<file path="src/rtl/rca_accumulator.sv">
// Streaming burst accumulator: sums N-bit words into an N+G-bit register.
// Optional RCA_ACC_SAT_EN saturates the sum at all-ones after overflow.
module rca_accumulator #(
  parameter int N = 8,
  parameter int G = 2,
  parameter int C = 4
) (
  input  logic             clk,
  input  logic             rst_n,
  input  logic             in_valid,
  output logic             in_ready,
  input  logic [N-1:0]     in_data,
  input  logic             in_last,
  output logic             out_valid,
  input  logic             out_ready,
  output logic [N+G-1:0]   out_sum,
  output logic [C-1:0]     out_count,
  output logic             out_ovf
);

  localparam int W = N + G;

  typedef enum logic {ACC, HOLD} state_t;

  state_t         state;
  state_t         state_nxt;
  logic [W-1:0]   acc;
  logic [C-1:0]   cnt;
  logic           ovf;
  logic [W:0]     add;
  logic [W-1:0]   acc_nxt;
  logic [C-1:0]   cnt_nxt;
  logic           ovf_nxt;
  logic           accept;
  logic           burst_end;
  logic           drain;

  assign in_ready  = (state == ACC);
  assign accept    = in_valid && in_ready;
  assign add       = {1'b0, acc} + {{(G+1){1'b0}}, in_data};
  assign ovf_nxt   = ovf | add[W];
  assign cnt_nxt   = cnt + 1'b1;
  // A full counter forces the burst closed regardless of in_last.
  assign burst_end = accept && (in_last || (cnt_nxt == {C{1'b1}}));
  assign drain     = out_valid && out_ready;

`ifdef RCA_ACC_SAT_EN
  assign acc_nxt = ovf_nxt ? {W{1'b1}} : add[W-1:0];
`else
  assign acc_nxt = add[W-1:0];
`endif

  always_comb begin
    state_nxt = state;
    unique case (state)
      ACC:  if (burst_end) state_nxt = HOLD;
      HOLD: if (drain)     state_nxt = ACC;
      default: state_nxt = ACC;
    endcase
  end

  always_ff @(posedge clk or negedge rst_n) begin
    if (!rst_n) begin
      state     <= ACC;
      acc       <= '0;
      cnt       <= '0;
      ovf       <= 1'b0;
      out_valid <= 1'b0;
      out_sum   <= '0;
      out_count <= '0;
      out_ovf   <= 1'b0;
    end else begin
      state <= state_nxt;
      if (accept) begin
        acc <= acc_nxt;
        cnt <= cnt_nxt;
        ovf <= ovf_nxt;
      end
      if (burst_end) begin
        out_valid <= 1'b1;
        out_sum   <= acc_nxt;
        out_count <= cnt_nxt;
        out_ovf   <= ovf_nxt;
      end
      if (drain) begin
        out_valid <= 1'b0;
        acc       <= '0;
        cnt       <= '0;
        ovf       <= 1'b0;
      end
    end
  end

endmodule

</file>
<file path="config.mk">
export PLATFORM = sky130hd
export DESIGN_NAME = rca_accumulator
export DESIGN_NICKNAME = d
export VERILOG_FILES = /design/src/rtl/rca_accumulator.sv
export SDC_FILE = /design/constraint.sdc
export NUM_CORES = 1
export LEC_CHECK = 0
export CAP_MARGIN = 0
export CORE_ASPECT_RATIO = 1.4
export CORE_MARGIN = 8
export CORE_UTILIZATION = 30
export CTS_CLUSTER_SIZE = 12
export DETAILED_ROUTE_END_ITERATION = 7
export HOLD_SLACK_MARGIN = 0.06
export PLACE_DENSITY = 0.53
export SKIP_CTS_REPAIR_TIMING = 1
export SLEW_MARGIN = 20
export SYNTH_ARGS = -nofsm -noshare
export SYNTH_HDL_FRONTEND = slang
export SYNTH_SLANG_ARGS = --single-unit
export TNS_END_PERCENT = 10
</file>
<file path="constraint.sdc">
create_clock -name clk -period 2.7 [get_ports clk]
set_input_delay 0.27 -clock clk [delete_from_list [all_inputs] [get_ports clk]]
set_output_delay 0.27 -clock clk [all_outputs]
set_load 0.01 [all_outputs]
</file>
# Word level (Yosys, flattened, before mapping)
# Index checks and enable logic that the tools add are counted.
# word_totals
reg_bits	32
latch_bits	0
ramBits	0
rom_bits	0
in_bits	13
output_inout_bits	17
word_cells	30
n_memories	0
# op_classes
n_addsub	2
n_mul	0
div	0
order_cmp	0
n_eq_ne	1
shifts	0
n_mux	11
bitwise_logic	2
n_reduce_logical	6
# ops
op	n
$mux 10	2
$add 10x8->11	1
$mux 4	2
$mux 1	6
$add 4x1->4 const B	1
$eq 4x4->1 const B	1
$reduce_bool 2->1	2
$logic_and 1x1->1	3
$pmux 1 s2	1
$logic_or 1x1->1	1
$not 1->1	1
$or 1x1->1	1

# Longest topological paths before layout
# depth
depth_word	6
mapped_depth	8
mapped_depth_nobuf	8

# Worst setup path after synthesis
# No wires, ideal clock.
# synth_timing
kind	register -> register
start	register acc[0]
end	register out_sum[8]
setup_ns	0.120
arrival_time_ns	1.789
required_time_ns	2.580
setup_slack_ns	0.791
stages_incl_launch_ff	9
path_buffers	0
synth_period_minus_slack_ns	1.909
cell_sequence	dfrtp_1 ha_1 inv_1 fa_1 nand2b_1 a21oi_1 o211a_1 or3_1 a31o_2
# synth_via
elab_chain_len	1
# synth_rtl
element	line_no	source
start: declaration	27	logic [W-1:0] acc;
start signal: assignment	75	acc <= acc_nxt;
$add 10x8->11	40	assign add = {1'b0, acc} + {{(G+1){1'b0}}, in_data};
end signal: assignment	81	out_sum <= acc_nxt;
end: declaration	16	output logic [N+G-1:0] out_sum,
# Every way passes these cells.
# A chain may end at the register's enable or synchronous reset.

# Worst setup path in the final report
# layout_timing
start	input in_data[0]
end	register out_sum[8]
# layout_via
elab_chain_len	1
# layout_rtl
element	line_no	source
start: declaration	12	input logic [N-1:0] in_data,
$add 10x8->11	40	
# Every way passes these cells.

==> flow_summary.json <==
{
  "outcome": "finished clean",
  "p_per_area_nw_per_um2": 1050,
  "ys_seq_area_share_pct": 44.6,
  "final_common_cell": "dfrtp_1",
  "yosys_most_used_dff": "dfrtp_1",
  "finalMaxSlewViolations": 0,
  "worst_pin_slew_ns": 0.613,
  "cts-root-buf": "clkbuf_8",
  "ys_warn_count": 0,
  "setup_viol": 0,
  "htree_levels": 2,
  "arrival_ns": 2.31,
  "hold_viol_final": 0,
  "holdCritPathClass": "in2async",
  "grt_max_degree": 33,
  "die_area_sq_um": 8750,
  "slew_headroom_pct": 59.1,
  "drt_iter0_drc": 47,
  "dpl.hpwl_mm": 3.06,
  "num_antenna_cells": 0,
  "grt_pass1_vias": 1473,
  "yosysUniqueCellTypes": 42,
  "dieWidth_um": 81.4,
  "clk_pin_slew_ns": 0.07,
  "tritoncts": "done",
  "clkLatencyLatePin_ns": 0.29,
  "period_minus_slack_ns": 2.13,
  "io_pins": 30,
  "syn_nets": 209,
  "wl_per_cell_um": 14.1,
  "grt_setup_unrepaired": "no",
  "grt_first_pass_wirelength_mm": 6.91,
  "r2r_setup_slack_ns": 0.64,
  "area_growth_pct": 26.0,
  "final_antenna_net_count": 0,
  "cts_buffer_depth": 2,
  "clock.fmax_mhz": 469,
  "dr_total_vias": 1407,
  "place_area_sq_um": 2170,
  "crit_chain": "clkdlybuf4s50_1 > ha_1 > inv_1 > fa_1 > nand2b_1 > a21oi_1 > o211a_1 > o21ai_0 > a31o_2",
  "finalInstanceArea_sq_um": 2260,
  "drc": 0,
  "syn_area_per_cell_sq_um": 9.71,
  "peakVddDrop_uv": 397,
  "tns_ns": 0,
  "nets": 244,
  "overflow": 0,
  "required_ns": 2.88,
  "syn_inst": 185,
  "n_fill_cell": 579,
  "via_per_inst": 4.84,
  "initial_core_util_pct": 30.8,
  "syn_area_sq_um": 1800,
  "max_cap_viol_count": 0,
  "layout_common_cells": "32 x dfrtp_1, 29 x clkdlybuf4s50_1, 19 x a21oi_1",
  "cts_sinks": 32,
  "routabilityCongestion": 0.905,
  "rows": 33,
  "coreArea_sq_um": 5820,
  "leakagePower_nw": 0.980,
  "ys_ff_latch": 32,
  "grt_usage_pct": 10.2,
  "critical_path_class": "in2reg",
  "wirelength_mm": 4.12,
  "cp_slowest_stage_delay_ns": 0.46,
  "cp-start-kind": "input port",
  "fin_crit_sh_pct": 79.0,
  "die_h_um": 108,
  "drtPass1Iterations": 4,
  "cts-buffers-inserted": 5,
  "synth_edf_count": 0,
  "drive_gt1_share_pct": 13.6,
  "async_flop_share_pct": 100,
  "grt_antenna_before_repair": 0,
  "critPathSlowestCell": "clkdlybuf4s50_1",
  "fin_skew_ns": 0.0111,
  "critPathMaxFanout": 4,
  "cp-end-kind": "flop",
  "io_buffers": 29
}
==> worst max-delay path: cells and delay by family <==
family | cells | cell delay, ns
buffers and inverters | 2 | 0.51
AO/OA/AOI/OAI | 4 | 0.80
AND/OR/NAND/NOR | 1 | 0.17
adder cells (fa/ha/maj) | 2 | 0.56
==> sequential cells by signal, summed over array words and instances (netlist names) <==
name	count
cnt	4
out_valid	1
acc	10
out_sum	10
out_ovf	1
out_count	4
ovf	1
state	1
==> report_power, final <==
| part | switching (W) | leakage (nW) | internal (W) | total, W |
|---|---|---|---|---|
| Combinational | 0.000578 | 0.532 | 0.000573 | 0.00115 |
| Sequential | 0.000145 | 0.396 | 0.000684 | 0.000829 |
| Clock | 0.000184 | 0.0510 | 0.000203 | 0.000387 |
| Total | 0.000907 | 0.980 | 0.00146 | 0.00237 |
==> synth_stat cells (all sizes together) (2+ instances only) <==
| master | number | share of area, % |
|---|---|---|
| nor2 | 19 | 4.3 |
| nand3b | 2 | 0.84 |
| xnor2 | 3 | 1.5 |
| xor2 | 6 | 2.9 |
| nor2b | 2 | 0.70 |
| ha | 10 | 7.0 |
| o22ai | 2 | 0.70 |
| o21ai | 10 | 2.8 |
| mux2 | 3 | 1.9 |
| or3 | 3 | 1.0 |
| buf | 2 | 1.5 |
| inv | 12 | 2.5 |
| a211oi | 2 | 0.84 |
| a21oi | 25 | 8.2 |
| a21boi | 2 | 1.0 |
| clkbuf | 4 | 0.84 |
| nand3 | 5 | 1.4 |
| dfrtp | 32 | 45 |
| nand2b | 3 | 1.0 |
| a21o | 2 | 0.84 |
| o211ai | 3 | 1.3 |
| nand2 | 18 | 3.8 |
==> stage by stage <==
step	std cells	util [%]	total power, W	hold WS [ns]	worst slack [ns]
after floorplan	185	-	0.00155	-0.0256	0.791
after CTS	291	38.9	0.00241	0.392	0.554
final	291	38.9	0.00237	0.377	0.567
after global placement	283	37.3	0.00200	0.486	0.299
after detailed placement	283	37.3	0.00201	0.487	0.253
after global routing	291	38.9	0.00257	0.423	0.402
==> kinds of logic (layout without fill, tap and decap cells) <==
kind of cell / Yosys count / after routing / share of synthesized area [%]
AO/OA/AOI/OAI: 54 / 54 / 20.6
multiplexers: 4 / 4 / 2.44
AND/OR/NAND/NOR: 57 / 57 / 15.1
adder cells (fa/ha/maj): 11 / 11 / 8.08
buffers and inverters: 18 / 54 / 4.81
XOR/XNOR: 9 / 9 / 4.39
flip-flops: 32 / 32 / 44.6
==> metal layers <==
layer | track usage, % | vias up | share of wire [%] | wire length [um]
met1 | 11.4 | 662 | 44 | 1810
met3 | 2.76 | 5 | 5.5 | 226
li1 | - | 711 | - | -
met5 | 0 | - | 0 | 0
met2 | 17.0 | 29 | 49 | 2000
met4 | 5.00 | 0 | 2.0 | 81
==> area by class of cell <==
cell class | instances | area, sq um | share of cell area (%)
Clock buffer | 6 | 82.6 | 3.65
Tap cell | 70 | 87.6 | 3.87
Timing Repair Buffer | 34 | 328 | 14.5
Inverter | 12 | 45.0 | 1.99
Clock inverter | 2 | 10.0 | 0.442
Multi-Input combinational cell | 135 | 908 | 40.2
Sequential cell | 32 | 801 | 35.4
==> final timing paths <==
check,endpoint,from,cells after the start
setup / recovery,out_sum[8],in_data[0],9
hold / removal,acc[3],rst_n,2
setup reg to reg,out_sum[8],acc[0],8
hold reg to reg,ovf,ovf,1
max in group asynchronous,acc[1],rst_n,2
min in group clk,ovf,ovf,1
No activity file was read; power rests on OpenSTA's default activity.
